## config.mk

```make
export PLATFORM = sky130hd
export DESIGN_NAME = ising_problem_loader
export DESIGN_NICKNAME = d
export VERILOG_FILES = /design/src/rtl/ising_problem_loader.sv
export SDC_FILE = /design/constraint.sdc
export NUM_CORES = 1
export LEC_CHECK = 0
export BUFFER_PORTS_ARGS = -buffer_cell sky130_fd_sc_hd__buf_2
export CAP_MARGIN = 20
export CORE_MARGIN = 2
export CORE_UTILIZATION = 30
export CTS_CLUSTER_SIZE = 8
export DETAILED_ROUTE_END_ITERATION = 10
export PLACE_DENSITY_LB_ADDON = 0.25
export RECOVER_POWER = 100
export SYNTH_ARGS = -nofsm -noshare
export SYNTH_HDL_FRONTEND = slang
export SYNTH_SLANG_ARGS = --single-unit
```

## constraint.sdc

```tcl
create_clock -name clk -period 2.38 [get_ports clk]
set_clock_uncertainty 0.05 [all_clocks]
set_input_delay 0 -clock clk [delete_from_list [all_inputs] [get_ports clk]]
set_output_delay 0 -clock clk [all_outputs]
set_load 0.005 [all_outputs]
```

## src/rtl/ising_problem_loader.sv

```systemverilog
// Ising problem loader: writes counter config, coupling weights and optional
// local-field weights into the annealer, runs it for a programmed number of
// cycles, then reads back phases and thresholds them into spin bits.
module ising_problem_loader #(
  parameter int          N                = 8,
  parameter int          NUM_WEIGHTS      = 3,
  parameter logic [31:0] WEIGHT_ADDR_BASE = 32'h0000_0000,
  parameter logic [31:0] PHASE_ADDR_BASE  = 32'h0010_0000,
  parameter logic [31:0] START_ADDR       = 32'h0020_0000,
  parameter logic [31:0] CTR_CUTOFF_ADDR  = 32'h0020_0004,
  parameter logic [31:0] CTR_MAX_ADDR     = 32'h0020_0008
) (
  input  logic                   clk,
  input  logic                   axi_rstn,
  input  logic                   go,
  output logic                   busy,
  output logic                   done,
  input  logic [31:0]            cfg_cutoff,
  input  logic [31:0]            cfg_max,
  input  logic [31:0]            cfg_run_cycles,
  input  logic [NUM_WEIGHTS-1:0] cfg_field_w,
  input  logic                   cfg_field_en,
  input  logic                   edge_valid,
  output logic                   edge_ready,
  input  logic [$clog2(N)-1:0]   edge_i,
  input  logic [$clog2(N)-1:0]   edge_j,
  input  logic [NUM_WEIGHTS-1:0] edge_w,
  input  logic                   edge_last,
  output logic                   m_wready,
  output logic [31:0]            m_wr_addr,
  output logic [31:0]            m_wdata,
  output logic [31:0]            m_araddr,
  input  logic [31:0]            m_rdata,
  output logic [N-1:0]           spins,
  output logic                   err
);

  localparam int IDX_W = $clog2(N);
  localparam int CNT_W = IDX_W + 1;
  localparam logic [CNT_W-1:0] N_CNT        = CNT_W'(N);
  localparam logic [CNT_W-1:0] LAST_K       = CNT_W'(N - 1);
  localparam logic [CNT_W-1:0] FIELD_LAST_K = CNT_W'(N - 2);

  typedef enum logic [3:0] {
    IDLE, CFG_CUT, CFG_MAX, EDGE_WAIT, EDGE_IJ, EDGE_JI, FIELD_IH, FIELD_HI,
    START, RUN, STOP, RD_ADDR, RD_CAP, DONE
  } state_t;

  state_t                 state, state_nxt;
  logic [31:0]            cut_q, max_q, run_q, run_cnt;
  logic [NUM_WEIGHTS-1:0] field_w_q, ew;
  logic                   field_en_q, elast;
  logic [CNT_W-1:0]       ei, ej, k;
  logic [N-1:0]           spin_buf;
  logic                   edge_bad;

  assign edge_bad = ({1'b0, edge_i} >= N_CNT) || ({1'b0, edge_j} >= N_CNT);

  function automatic logic [31:0] weight_addr(input logic [CNT_W-1:0] i, input logic [CNT_W-1:0] j);
    return WEIGHT_ADDR_BASE + (32'(i) << 2) + (32'(j) << 13);
  endfunction

  function automatic state_t after_edge(input logic last_flag, input logic field_en);
    if (!last_flag) return EDGE_WAIT;
    else if (field_en) return FIELD_IH;
    else return START;
  endfunction

  // State register, forced to IDLE by reset
  always_ff @(posedge clk) begin
    if (!axi_rstn) state <= IDLE;
    else           state <= state_nxt;
  end

  // Next-state decode and per-state bus outputs
  always_comb begin
    state_nxt  = state;
    busy       = 1'b1;
    edge_ready = 1'b0;
    m_wready   = 1'b0;
    m_wr_addr  = 32'd0;
    m_wdata    = 32'd0;
    m_araddr   = 32'd0;
    unique case (state)
      IDLE: begin
        busy = 1'b0;
        if (go) state_nxt = CFG_CUT;
      end
      CFG_CUT: begin
        m_wready  = 1'b1;
        m_wr_addr = CTR_CUTOFF_ADDR;
        m_wdata   = cut_q;
        state_nxt = CFG_MAX;
      end
      CFG_MAX: begin
        m_wready  = 1'b1;
        m_wr_addr = CTR_MAX_ADDR;
        m_wdata   = max_q;
        state_nxt = EDGE_WAIT;
      end
      EDGE_WAIT: begin
        edge_ready = 1'b1;
        if (edge_valid) begin
          if (edge_bad) state_nxt = after_edge(edge_last, field_en_q);
          else          state_nxt = EDGE_IJ;
        end
      end
      EDGE_IJ: begin
        m_wready  = 1'b1;
        m_wr_addr = weight_addr(ei, ej);
        m_wdata   = 32'(ew);
        state_nxt = (ei == ej) ? after_edge(elast, field_en_q) : EDGE_JI;
      end
      EDGE_JI: begin
        m_wready  = 1'b1;
        m_wr_addr = weight_addr(ej, ei);
        m_wdata   = 32'(ew);
        state_nxt = after_edge(elast, field_en_q);
      end
      FIELD_IH: begin
        m_wready  = 1'b1;
        m_wr_addr = weight_addr(k, LAST_K);
        m_wdata   = 32'(field_w_q);
        state_nxt = FIELD_HI;
      end
      FIELD_HI: begin
        m_wready  = 1'b1;
        m_wr_addr = weight_addr(LAST_K, k);
        m_wdata   = 32'(field_w_q);
        state_nxt = (k == FIELD_LAST_K) ? START : FIELD_IH;
      end
      START: begin
        m_wready  = 1'b1;
        m_wr_addr = START_ADDR;
        m_wdata   = 32'd1;
        state_nxt = RUN;
      end
      RUN: begin
        if (run_cnt <= 32'd1) state_nxt = STOP;
      end
      STOP: begin
        m_wready  = 1'b1;
        m_wr_addr = START_ADDR;
        m_wdata   = 32'd0;
        state_nxt = RD_ADDR;
      end
      RD_ADDR: begin
        m_araddr  = PHASE_ADDR_BASE + (32'(k) << 2);
        state_nxt = RD_CAP;
      end
      RD_CAP: begin
        state_nxt = (k == LAST_K) ? DONE : RD_ADDR;
      end
      DONE: begin
        busy      = 1'b0;
        state_nxt = IDLE;
      end
      default: state_nxt = IDLE;
    endcase
  end

  // Datapath: config capture, edge capture, counters, readback and flags
  always_ff @(posedge clk) begin
    if (!axi_rstn) begin
      cut_q      <= '0;
      max_q      <= '0;
      run_q      <= '0;
      run_cnt    <= '0;
      field_w_q  <= '0;
      field_en_q <= 1'b0;
      ei         <= '0;
      ej         <= '0;
      ew         <= '0;
      elast      <= 1'b0;
      k          <= '0;
      spin_buf   <= '0;
      spins      <= '0;
      done       <= 1'b0;
      err        <= 1'b0;
    end else begin
      done <= (state == DONE);
      case (state)
        IDLE: begin
          if (go) begin
            cut_q      <= cfg_cutoff;
            max_q      <= cfg_max;
            run_q      <= cfg_run_cycles;
            field_w_q  <= cfg_field_w;
            field_en_q <= cfg_field_en;
            err        <= 1'b0;
            k          <= '0;
          end
        end
        EDGE_WAIT: begin
          if (edge_valid) begin
            if (edge_bad) begin
              err <= 1'b1;
            end else begin
              ei    <= {1'b0, edge_i};
              ej    <= {1'b0, edge_j};
              ew    <= edge_w;
              elast <= edge_last;
            end
          end
        end
        FIELD_HI: k <= (k == FIELD_LAST_K) ? '0 : k + 1'b1;
        START:    run_cnt <= (run_q == 32'd0) ? 32'd1 : run_q;
        RUN:      run_cnt <= run_cnt - 32'd1;
        RD_CAP: begin
          spin_buf[k[IDX_W-1:0]] <= (m_rdata >= cut_q);
          k                      <= k + 1'b1;
        end
        DONE:     spins <= spin_buf;
        default: ;
      endcase
    end
  end

endmodule
```

# After elaboration in Yosys (flattened, before gate mapping)
# Index checks and enable logic that the tools add are counted.
[totals] reg_bits=167 input_bits=146 output_inout_bits=109 elab_cells=82
[op_classes] add_sub_neg=7 order_cmp=4 eq_ne=19 muxes=23 reduce_logical=14
[op_table] operator="32-bit one-hot mux with 5 select lines" count=1
[op_table] operator="22-bit one-hot mux with 7 select lines" count=1
[op_table] operator="32-bit one-hot mux with 2 select lines" count=1
[op_table] operator="4-bit one-hot mux with 13 select lines" count=1
[op_table] operator="4-bit two-way mux" count=9
[op_table] operator="5-bit by 16-bit adder with 17-bit output" count=2
[op_table] operator="32-bit greater-or-equal comparator" count=1
[op_table] operator="32-bit by 1-bit <= comparator with 1-bit output, second input constant" count=1
[op_table] operator="32-bit zero test" count=1
[op_table] operator="32-bit two-way mux" count=1
[op_table] operator="32-bit by 1-bit subtractor with 32-bit output, second input constant" count=1
[op_table] operator="4-bit by 3-bit == test with 1-bit output, second input constant" count=6
[op_table] operator="4-bit == test, second input constant" count=6
[op_table] operator="21-bit by 6-bit adder with 22-bit output, first input constant" count=1
[op_table] operator="22-bit two-way mux" count=1
[op_table] operator="5-bit by 17-bit adder with 18-bit output, first input constant" count=1
[op_table] operator="6-bit by 16-bit adder with 17-bit output, second input constant" count=1
[op_table] operator="4-bit one-hot mux with 3 select lines" count=1
[op_table] operator="8-bit bitwise mux" count=1
[op_table] operator="4-bit by 2-bit == test with 1-bit output, second input constant" count=2
[op_table] operator="2-bit OR reduction" count=4
[op_table] operator="8-bit OR reduction" count=1
[op_table] operator="2-bit != test, second input constant" count=3
[op_table] operator="2-bit AND reduction" count=3
[op_table] operator="other kinds (13)" count=16

# Longest topological paths before layout
# Gate-level depths: netlist of run 1.
[depth] ltp_word=5 ltp_mapped=8 mapped_depth_nobuf=8

# Worst setup path after synthesis of run 1
# Ideal clock, no wire load.
[synth_path] path_kind="reg2reg" startpoint="reg run_cnt[2]" endpoint="reg run_cnt[28]" setup_ps=132 t_arrival_ps=2019 required_time_ps=2198 setup_slack_ps=179 path_stages_with_launch=9 path_buffers=2 period_less_slack_ps=2201 cell_sequence="dfxtp_1 buf_6 nor4_2 nand4_1 or4_1 clkbuf_1 o31a_1 o21ai_1 a21oi_1"
[synth_between] elab_chain_len=2
[synth_lines] element="from (decl)" line_no="50" source="logic [31:0] cut_q, max_q, run_q, run_cnt;"
[synth_lines] element="from (signal assigned)" line_no="207" source="START: run_cnt <= (run_q == 32'd0) ? 32'd1 : run_q;"
[synth_lines] element="from (signal assigned)" line_no="208" source="RUN: run_cnt <= run_cnt - 32'd1;"
[synth_lines] element="32-bit by 1-bit subtractor with 32-bit output" line_no="208"
[synth_lines] element="32-bit one-hot mux with 2 select lines" line_no="182" source="case (state)"
# Every way passes these cells.
# A chain may end at the register's enable or synchronous reset.

# Worst setup path in the final report of run 1
[layout_path] startpoint="reg run_cnt[2]" endpoint="reg state[1]"
[layout_between] elab_chain_len=3
[layout_lines] element="32-bit by 1-bit <= comparator with 1-bit output" line_no="139" source="if (run_cnt <= 32'd1) state_nxt = STOP;"
[layout_lines] element="2-bit != test (no source line)"
[layout_lines] element="3-bit AND reduction (no source line)"
[layout_lines] element="to (signal assigned)" line_no="72" source="else state <= state_nxt;"
[layout_lines] element="to (decl)" line_no="49" source="state_t state, state_nxt;"
# Every way passes these cells.

==> results of run 1 <==
==> layer usage <==
metal  GRT usage, %  vias to the layer above  part of all wire (%)
met2           30.9                      309                    46
met5              0                        -                     0
li1               -                     4598                     -
met3           4.61                       33                   7.3
met4           5.79                        0                   1.6
met1           24.8                     4296                    45
==> worst paths after layout <==
path | from | to | slack [ns] | cells past startpoint
min | go | run_q[4]$_SDFFE_PN0P_ | 0.08 | 4
max reg2reg | run_cnt[2]$_SDFFE_PN0P_ | state[1]$_SDFFE_PN0P_ | 0.09 | 5
min reg2reg | spin_buf[3]$_SDFFE_PN0P_ | spins[3]$_SDFFE_PN0P_ | 0.40 | 2
max | run_cnt[2]$_SDFFE_PN0P_ | state[1]$_SDFFE_PN0P_ | 0.09 | 5
==> placed cells by master, fill, tap and decap left out, types with 7 or more instances in the layout <==
cell type        n
a22oi_1         11
nor2_1          50
dfxtp_1        165
a22o_1          31
buf_2          169
nand4_1         14
nand3_1         25
conb_1          51
xnor2_1         10
nand2_1        268
a31oi_1         13
a21oi_1        151
clkbuf_16       17
nor3_1          23
a21boi_0         8
nor4_1          14
nor2b_1         14
a32oi_1          7
o21ai_0         36
ha_1            35
dlygate4sd3_1  122
inv_1           46
clkbuf_1        42
buf_4           28
==> logic make-up after synthesis <==
family	after synthesis	synth area share [%]
DFF	167	37.7
buffers and inverters	177	10.1
AOI/OAI and AO/OA	318	22.4
adders and majority gates	36	5.07
xor gates and xnor gates	14	1.38
muxes	5	0.578
and+or+nand+nor	454	22.7
other	1	0.0422
==> layout make-up <==
class                           count  share of cell area (%)
Inverter                           48                    1.53
Timing Repair Buffer              369                    21.4
Multi-Input combinational cell    878                    40.6
Clock buffer                       20                    3.64
Tap cell                          384                    4.01
Clock inverter                     12                   0.970
Sequential cell                   167                    27.9
Antenna cell                        1                  0.0209
==> per-stage QoR <==
stage	std cells	power [uW]	area, um^2
floorplan	1222	5420	9070
global placement	1722	6570	10300
detailed placement	1722	6610	10300
CTS	1876	9470	12000
global route	1879	9970	12000
finish	1879	9380	12000
==> worst reg2reg max path: stages (launching register included) <==
cell     delay (ns)
dfxtp_2        0.36
or4_4          0.57
or4_1          0.43
o31a_1         0.30
or3_1          0.38
o21ai_1        0.13
==> power by group <==
group	internal [uW]	total, uW	switching, uW
clock	1460	2700	1240
sequential	3160	3480	315
combinational	1250	3190	1950
total	5870	9380	3510
==> state kept, by name, indices dropped and copies added (netlist names), 4 cells and up <==
name      flops
max_q        32
k             4
cut_q        32
spins         8
run_cnt      32
state         4
run_q        32
spin_buf      8
==> timing repair <==
| item | in CTS | in global routing |
|---|---|---|
| resized for setup | 0 | 8 |
| setup buffers | 0 | 2 |
| hold buffers | 122 | 0 |
| setup endpoints to repair | 0 | 16 |
| hold endpoints to repair | 118 | 0 |
==> flow_summary.toml, run 1 <==
[final_layout]
n_fill_cell = 2986
syn2layout_area_growth_pct = 35.1
regArea_um2 = 3350
multi_input_area_um2 = 4860
final_util_pct = 41.4
drive_above_1_share_pct = 17.1
layout.nets = 1663

[sta]
layout_setup_ws_ns = 0.0905
worstMarginPinSlew_ns = 0.789
relSlewSlack_pct = 47.4
worst_hold_slack_ns = 0.0792
finalHoldViolations = 0
fin_crit_ns = 2.29
setup_violations = 0
setup_tns_ns = 0
rsz0062_at_grt = "no"
min_period_over_period_pct = 96.2
fmaxAchievable_mhz = 437
drv_slew = 0

[worst_hold_path]
min_path_type = "in2reg"

[yosys]
synth_top_flop_cell = "dfxtp_1"
ys_warn_count = 0
synth.most_common_cell = "nand2_1"
synthTopCellsByCount = "nand2_1, dfxtp_1, a21oi_1, clkbuf_1, buf_4"
synth_area_leaders = "dfxtp_1, nand2_1, a21oi_1"
synth_edf_count = 0
syn_area_um2 = 8880
yosys.area.top_type_share_pct = 37.7
synth_seq_cells = 167
ys_seq_area_share_pct = 37.7
postSynthAreaPerCell_um2 = 7.58
synth_cell_types = 65
async_flop_share_pct = 0
synthCells = 1172
yosys.area.top_type = "dfxtp_1"

[drt]
route.detailed.drc = 0
vias = 9236
drtAntennaViolNets = 0
routed_via_density = 4.92
drt_iter0_markers = 430
wire_per_inst_um = 15.8
firstDrtPassIters = 6
postRouteWirelength_mm = 29.7

[clock_tree]
clock_latency_ns = 0.43
path_clk_slew_ns = 0.07
cts_root_buf = "clkbuf_16"
cts_sinks = 167
htreeDepth = 4
cts_made_buffers = 17
clock_path_buffers = 2
cts_tree = "done"

[floorplanning]
core_area_um2 = 28900
ioPinCount = 255
die_area_um2 = 31000
initial_core_util_pct = 30.7
dieHeight_um = 176
die_w_um = 176
rows = 62

[worst_setup_path]
crit_arrival_ns = 2.60
path_buf_inv = 0
worst-endpoint-required_ns = 2.69
path_class = "reg2reg"
cp_slowest_cell = "or4_4"
crit_fanout = 8
crit_path_end_kind = "register"
critical_path.top_delay_family = "simple AND/OR/NAND/NOR gates"
cp-start-kind = "register"
crit_path_cell_trace = "or4_4 > or4_1 > o31a_1 > or3_1 > o21ai_1"
max_stage_delay_ns = 0.57

[place]
post-place-ws_ns = 0.0889
place_congestion = 0.869
dpl.hpwl_mm = 21.0
io_buffers = 203

[run_status]
status = "finished clean"

[global_routing]
antenna_found_initial = 1
grt_pass1_wl_mm = 47.1
grt_pass1_vias = 8916
grt_overflow_total = 0
grt_max_degree = 101
grtUsageTotal_pct = 19.0

[power_and_ir_drop]
p_leak_uw = 0.00482
ir_worst_vdd_v = 0.000468
p_per_area_nw_per_um2 = 782

[run]
max-cap-violations = 0
(Power assumes the default switching activity.)
==> run 2, diff against run 1 <==
CELL_PAD_IN_SITES_DETAIL_PLACEMENT = 1   (was unset)
CELL_PAD_IN_SITES_GLOBAL_PLACEMENT = 1   (was unset)
==> flow_summary.toml, run 2 (synthesis gave the netlist of run 1 again) <==
[sta]
rsz0062_at_grt = "yes"
fin_crit_ns = 2.27
drv_slew = 0
finalHoldViolations = 0
relSlewSlack_pct = 61.9
fmaxAchievable_mhz = 441
worstMarginPinSlew_ns = 0.572
min_period_over_period_pct = 95.2
setup_tns_ns = 0
setup_violations = 0

[run_status]
status = "finished clean"

[final_layout]
layout.cells.non_filler = 1882
mostFrequentLayoutCells = "nand2_1, buf_2, dfxtp_1"
layout.nets = 1666
syn2layout_area_growth_pct = 36.1
final_util_pct = 41.8
regArea_um2 = 3340
multi_input_area_um2 = 4860
drive_above_1_share_pct = 18.5
n_fill_cell = 3583
final_common_cell = "nand2_1"

[drt]
route.detailed.drc = 0
routed_via_density = 4.98
drt_iter0_markers = 367
vias = 9370
firstDrtPassIters = 6
drtAntennaViolNets = 0
postRouteWirelength_mm = 32.5
wire_per_inst_um = 17.3

[floorplanning]
die_w_um = 176
dieHeight_um = 176
rows = 62
die_area_um2 = 31000
initial_core_util_pct = 30.7
core_area_um2 = 28900
ioPinCount = 255

[place]
dpl.hpwl_mm = 23.0
place_congestion = 0.816
dp.cells = 1727
io_buffers = 203

[power_and_ir_drop]
ir_worst_vdd_v = 0.000344
power_uw = 9570
p_leak_uw = 0.00493
p_per_area_nw_per_um2 = 792

[clock_tree]
cts_tree = "done"
cts_sinks = 167
cts_root_buf = "clkbuf_16"
path_clk_slew_ns = 0.07
clock_path_buffers = 2
htreeDepth = 4
clock_latency_ns = 0.43
cts_made_buffers = 17

[global_routing]
antenna_found_initial = 3
grtUsageTotal_pct = 20.8
grt_pass1_vias = 9548
grt_pass1_wl_mm = 51.6
grt_max_degree = 81
grt_overflow_total = 0

[worst_setup_path]
worst-endpoint-required_ns = 2.69
path_class = "reg2reg"
timing.rr.start = "run_cnt[3]$_SDFFE_PN0P_"
ff2ff_path_depth = 5
r2r_slack_ns = 0.11
cp-start-kind = "register"
crit_start = "run_cnt[3]$_SDFFE_PN0P_"
crit_end = "state[2]$_SDFFE_PN0P_"
crit_path_end_kind = "register"
crit_arrival_ns = 2.57
crit_fanout = 6
r2r-end = "state[2]$_SDFFE_PN0P_"

[run]
max-cap-violations = 0

[worst_hold_path]
min_path_type = "in2reg"
==> run 2: changes by cell type in the layout (fill, tap and decap cells not counted), moves of 2 or more <==
| cell | change |
|---|---|
| buf_2 | +13 |
| clkbuf_8 | +3 |
| buf_4 | +6 |
| clkbuf_1 | -20 |
| dlygate4sd3_1 | -2 |
==> run 2: worst max-delay path, cell delays in order, from the launching register on <==
cell     delay, ns
dfxtp_1       0.37
or4_4         0.57
or4_1         0.42
o31a_1        0.28
or3_1         0.37
a21oi_1       0.13
==> run 2: how the worst min path moves through the flow <==
stage / from / end / slack (ns) / depth (start not counted)
4_1_cts: go / field_w_q[0]$_SDFFE_PN0P_ / 0.05 / 4
5_1_grt: go / field_w_q[0]$_SDFFE_PN0P_ / 0.05 / 4
3_5_place_dp: cfg_max[7] / max_q[7]$_SDFFE_PN0P_ / 0.20 / 3
6_report: go / field_w_q[0]$_SDFFE_PN0P_ / 0.05 / 4
3_3_place_gp: cfg_max[7] / max_q[7]$_SDFFE_PN0P_ / 0.19 / 3
2_1_floorplan: cfg_cutoff[1] / cut_q[1]$_SDFFE_PN0P_ / 0.09 / 2
==> run 2: layout make-up <==
| cell class | count | share of cell area, % |
|---|---|---|
| Tap cell | 384 | 3.98 |
| Clock inverter | 12 | 0.953 |
| Sequential cell | 167 | 27.7 |
| Inverter | 48 | 1.51 |
| Clock buffer | 20 | 3.86 |
| Timing Repair Buffer | 372 | 21.7 |
| Multi-Input combinational cell | 878 | 40.3 |
| Antenna cell | 1 | 0.0207 |
==> run 2: stage by stage <==
step / setup WS, ns / cell area [um^2] / hold WS [ns]
final: 0.114 / 12100 / 0.0506
after global routing: -0.00289 / 12100 / 0.0519
after CTS: 0.0160 / 12100 / 0.0479
after detailed placement: 0.107 / 10300 / 0.198
after global placement: 0.152 / 10300 / 0.190
after floorplan: 0.179 / 9070 / 0.0860
==> run 2: power breakdown <==
part           switching [uW]  leakage (uW)  total (uW)  internal [uW]
registers                 331       0.00136        3490           3160
logic                    2000       0.00329        3260           1260
clock network            1280      0.000280        2820           1540
==> run 2: timing repair <==
action / CTS / global route
hold buffers: 120 / 0
resized for setup: 0 / 9
setup endpoints to repair: 0 / 9
setup buffers: 0 / 1
endpoints found under the hold margin: 111 / 0
==> run 2: routing by layer <==
layer | vias to the layer above | GRT usage (%) | wire, um
met3 | 25 | 4.91 | 1780
met1 | 4509 | 27.1 | 15000
met2 | 228 | 35.0 | 15400
met5 | - | 0 | 13
met4 | 2 | 4.68 | 351
li1 | 4606 | - | -
==> run 3, diff against run 2 <==
CORE_ASPECT_RATIO = 1.2   (was unset)
==> flow_summary.toml, run 3 (synthesis gave the netlist of run 1 again) <==
[worst_setup_path]
crit_path_end_kind = "register"
path_class = "reg2reg"
crit_fanout = 4
worst-endpoint-required_ns = 2.70
crit_arrival_ns = 2.60
cp-start-kind = "register"

[final_layout]
n_fill_cell = 3631
mostFrequentLayoutCells = "nand2_1, buf_2, dfxtp_1"
layout.cells.non_filler = 1891
final_util_pct = 41.7
layout.nets = 1667
syn2layout_area_growth_pct = 37.9
regArea_um2 = 3350
multi_input_area_um2 = 4880
final_common_cell = "nand2_1"
drive_above_1_share_pct = 19.9
postLayoutCellArea_um2 = 12200

[floorplanning]
die_w_um = 161
initial_core_util_pct = 30.2
rows = 69
core_area_um2 = 29400
dieHeight_um = 192
ioPinCount = 255
die_area_um2 = 31000

[global_routing]
grtUsageTotal_pct = 21.3
grt_pass1_vias = 9832
grt_overflow_total = 0
grt_max_degree = 74
grt_pass1_wl_mm = 52.4
antenna_found_initial = 6

[place]
dpl.hpwl_mm = 22.9
io_buffers = 203
place_congestion = 0.812
postPlaceCellArea_um2 = 10400
dp.cells = 1733

[drt]
routed_via_density = 5.00
wire_per_inst_um = 17.6
drt_iter0_markers = 372
postRouteWirelength_mm = 33.3
drtAntennaViolNets = 0
vias = 9459
firstDrtPassIters = 5
route.detailed.drc = 0

[clock_tree]
cts_made_buffers = 17
clock_path_buffers = 2
cts_sinks = 167
clock_latency_ns = 0.45
htreeDepth = 4
path_clk_slew_ns = 0.08
cts_tree = "done"
cts_root_buf = "clkbuf_16"

[power_and_ir_drop]
p_leak_uw = 0.00507
power_uw = 9930
intPower_uw = 6200
sw_frac_of_total_pct = 37.5
p_sw_uw = 3730
p_comb_share_pct = 34.6
clockPowerShare_pct = 30.5
p_per_area_nw_per_um2 = 811
seq_power_share_pct = 35.0
ir_worst_vdd_v = 0.000415

[run]
max-cap-violations = 0

[sta]
fin_crit_ns = 2.28
worstMarginPinSlew_ns = 1.05
finalHoldViolations = 0
fmaxAchievable_mhz = 439
drv_slew = 0
relSlewSlack_pct = 29.6
setup_violations = 0
min_period_over_period_pct = 95.8

[worst_hold_path]
min_path_type = "in2reg"

[run_status]
status = "finished clean"
## run 3: cell count changes in the layout (fill, tap and decap cells not counted), sizes merged
cell         previous run  this run
clkbuf                 48        20
buf                   224       249
inv                    52        55
bufinv                  1         3
clkinv                  4         2
diode                   1         3
dlygate4sd3           120       122
clkinvlp                3         2
## run 3: layout make-up
class,count,share of cell area [%]
Multi-Input combinational cell,878,39.9
Sequential cell,167,27.3
Timing Repair Buffer,373,22.2
Tap cell,390,3.99
Clock buffer,18,3.51
Clock inverter,14,1.53
Inverter,48,1.49
Antenna cell,3,0.0613
## run 3: worst max-delay path: stages, from the launching register on
cell	delay (ns)
dfxtp_1	0.34
or4_4	0.56
or4_1	0.41
o31a_1	0.31
or3_4	0.39
a21oi_1	0.14
## run 3: stage by stage
step	hold WS, ns	worst slack [ns]	TNS [ns]
floorplan	0.0860	0.179	0
global placement	0.190	0.135	0
detailed placement	0.197	0.114	0
CTS	0.118	0.0647	0
global route	0.132	-0.00374	-0.00374
finish	0.124	0.101	0
## run 3: power groups by stage
stage | combinational [uW] | sequential, uW | clock, uW
6_report | 3430 | 3470 | 3020
5_1_grt | 3820 | 3520 | 3200
4_1_cts | 3450 | 3480 | 3100
3_5_place_dp | 3260 | 3540 | 0
3_3_place_gp | 3210 | 3530 | 0
2_1_floorplan | 2010 | 3410 | 0
## run 3: layer usage
metal	part of all wire [%]	global-route usage, %
met1	40	23.3
met2	51	39.2
met3	5.7	5.80
met4	2.8	8.45
met5	0.12	0
## run 3: worst paths after layout
kind,startpoint,to,slack [ns],cells past startpoint
min reg2reg,max_q[26]$_SDFFE_PN0P_,max_q[26]$_SDFFE_PN0P_,0.41,2
min,go,run_q[8]$_SDFFE_PN0P_,0.12,4
max,run_cnt[2]$_SDFFE_PN0P_,state[2]$_SDFFE_PN0P_,0.10,5
max reg2reg,run_cnt[2]$_SDFFE_PN0P_,state[2]$_SDFFE_PN0P_,0.10,5
## run 3: repair_timing
action	CTS	global route
gates resized for setup	1	6
buffers inserted	0	1
pin swaps	0	1
setup endpoints to repair	5	3
endpoints found under the hold margin	118	0
hold buffers	122	0
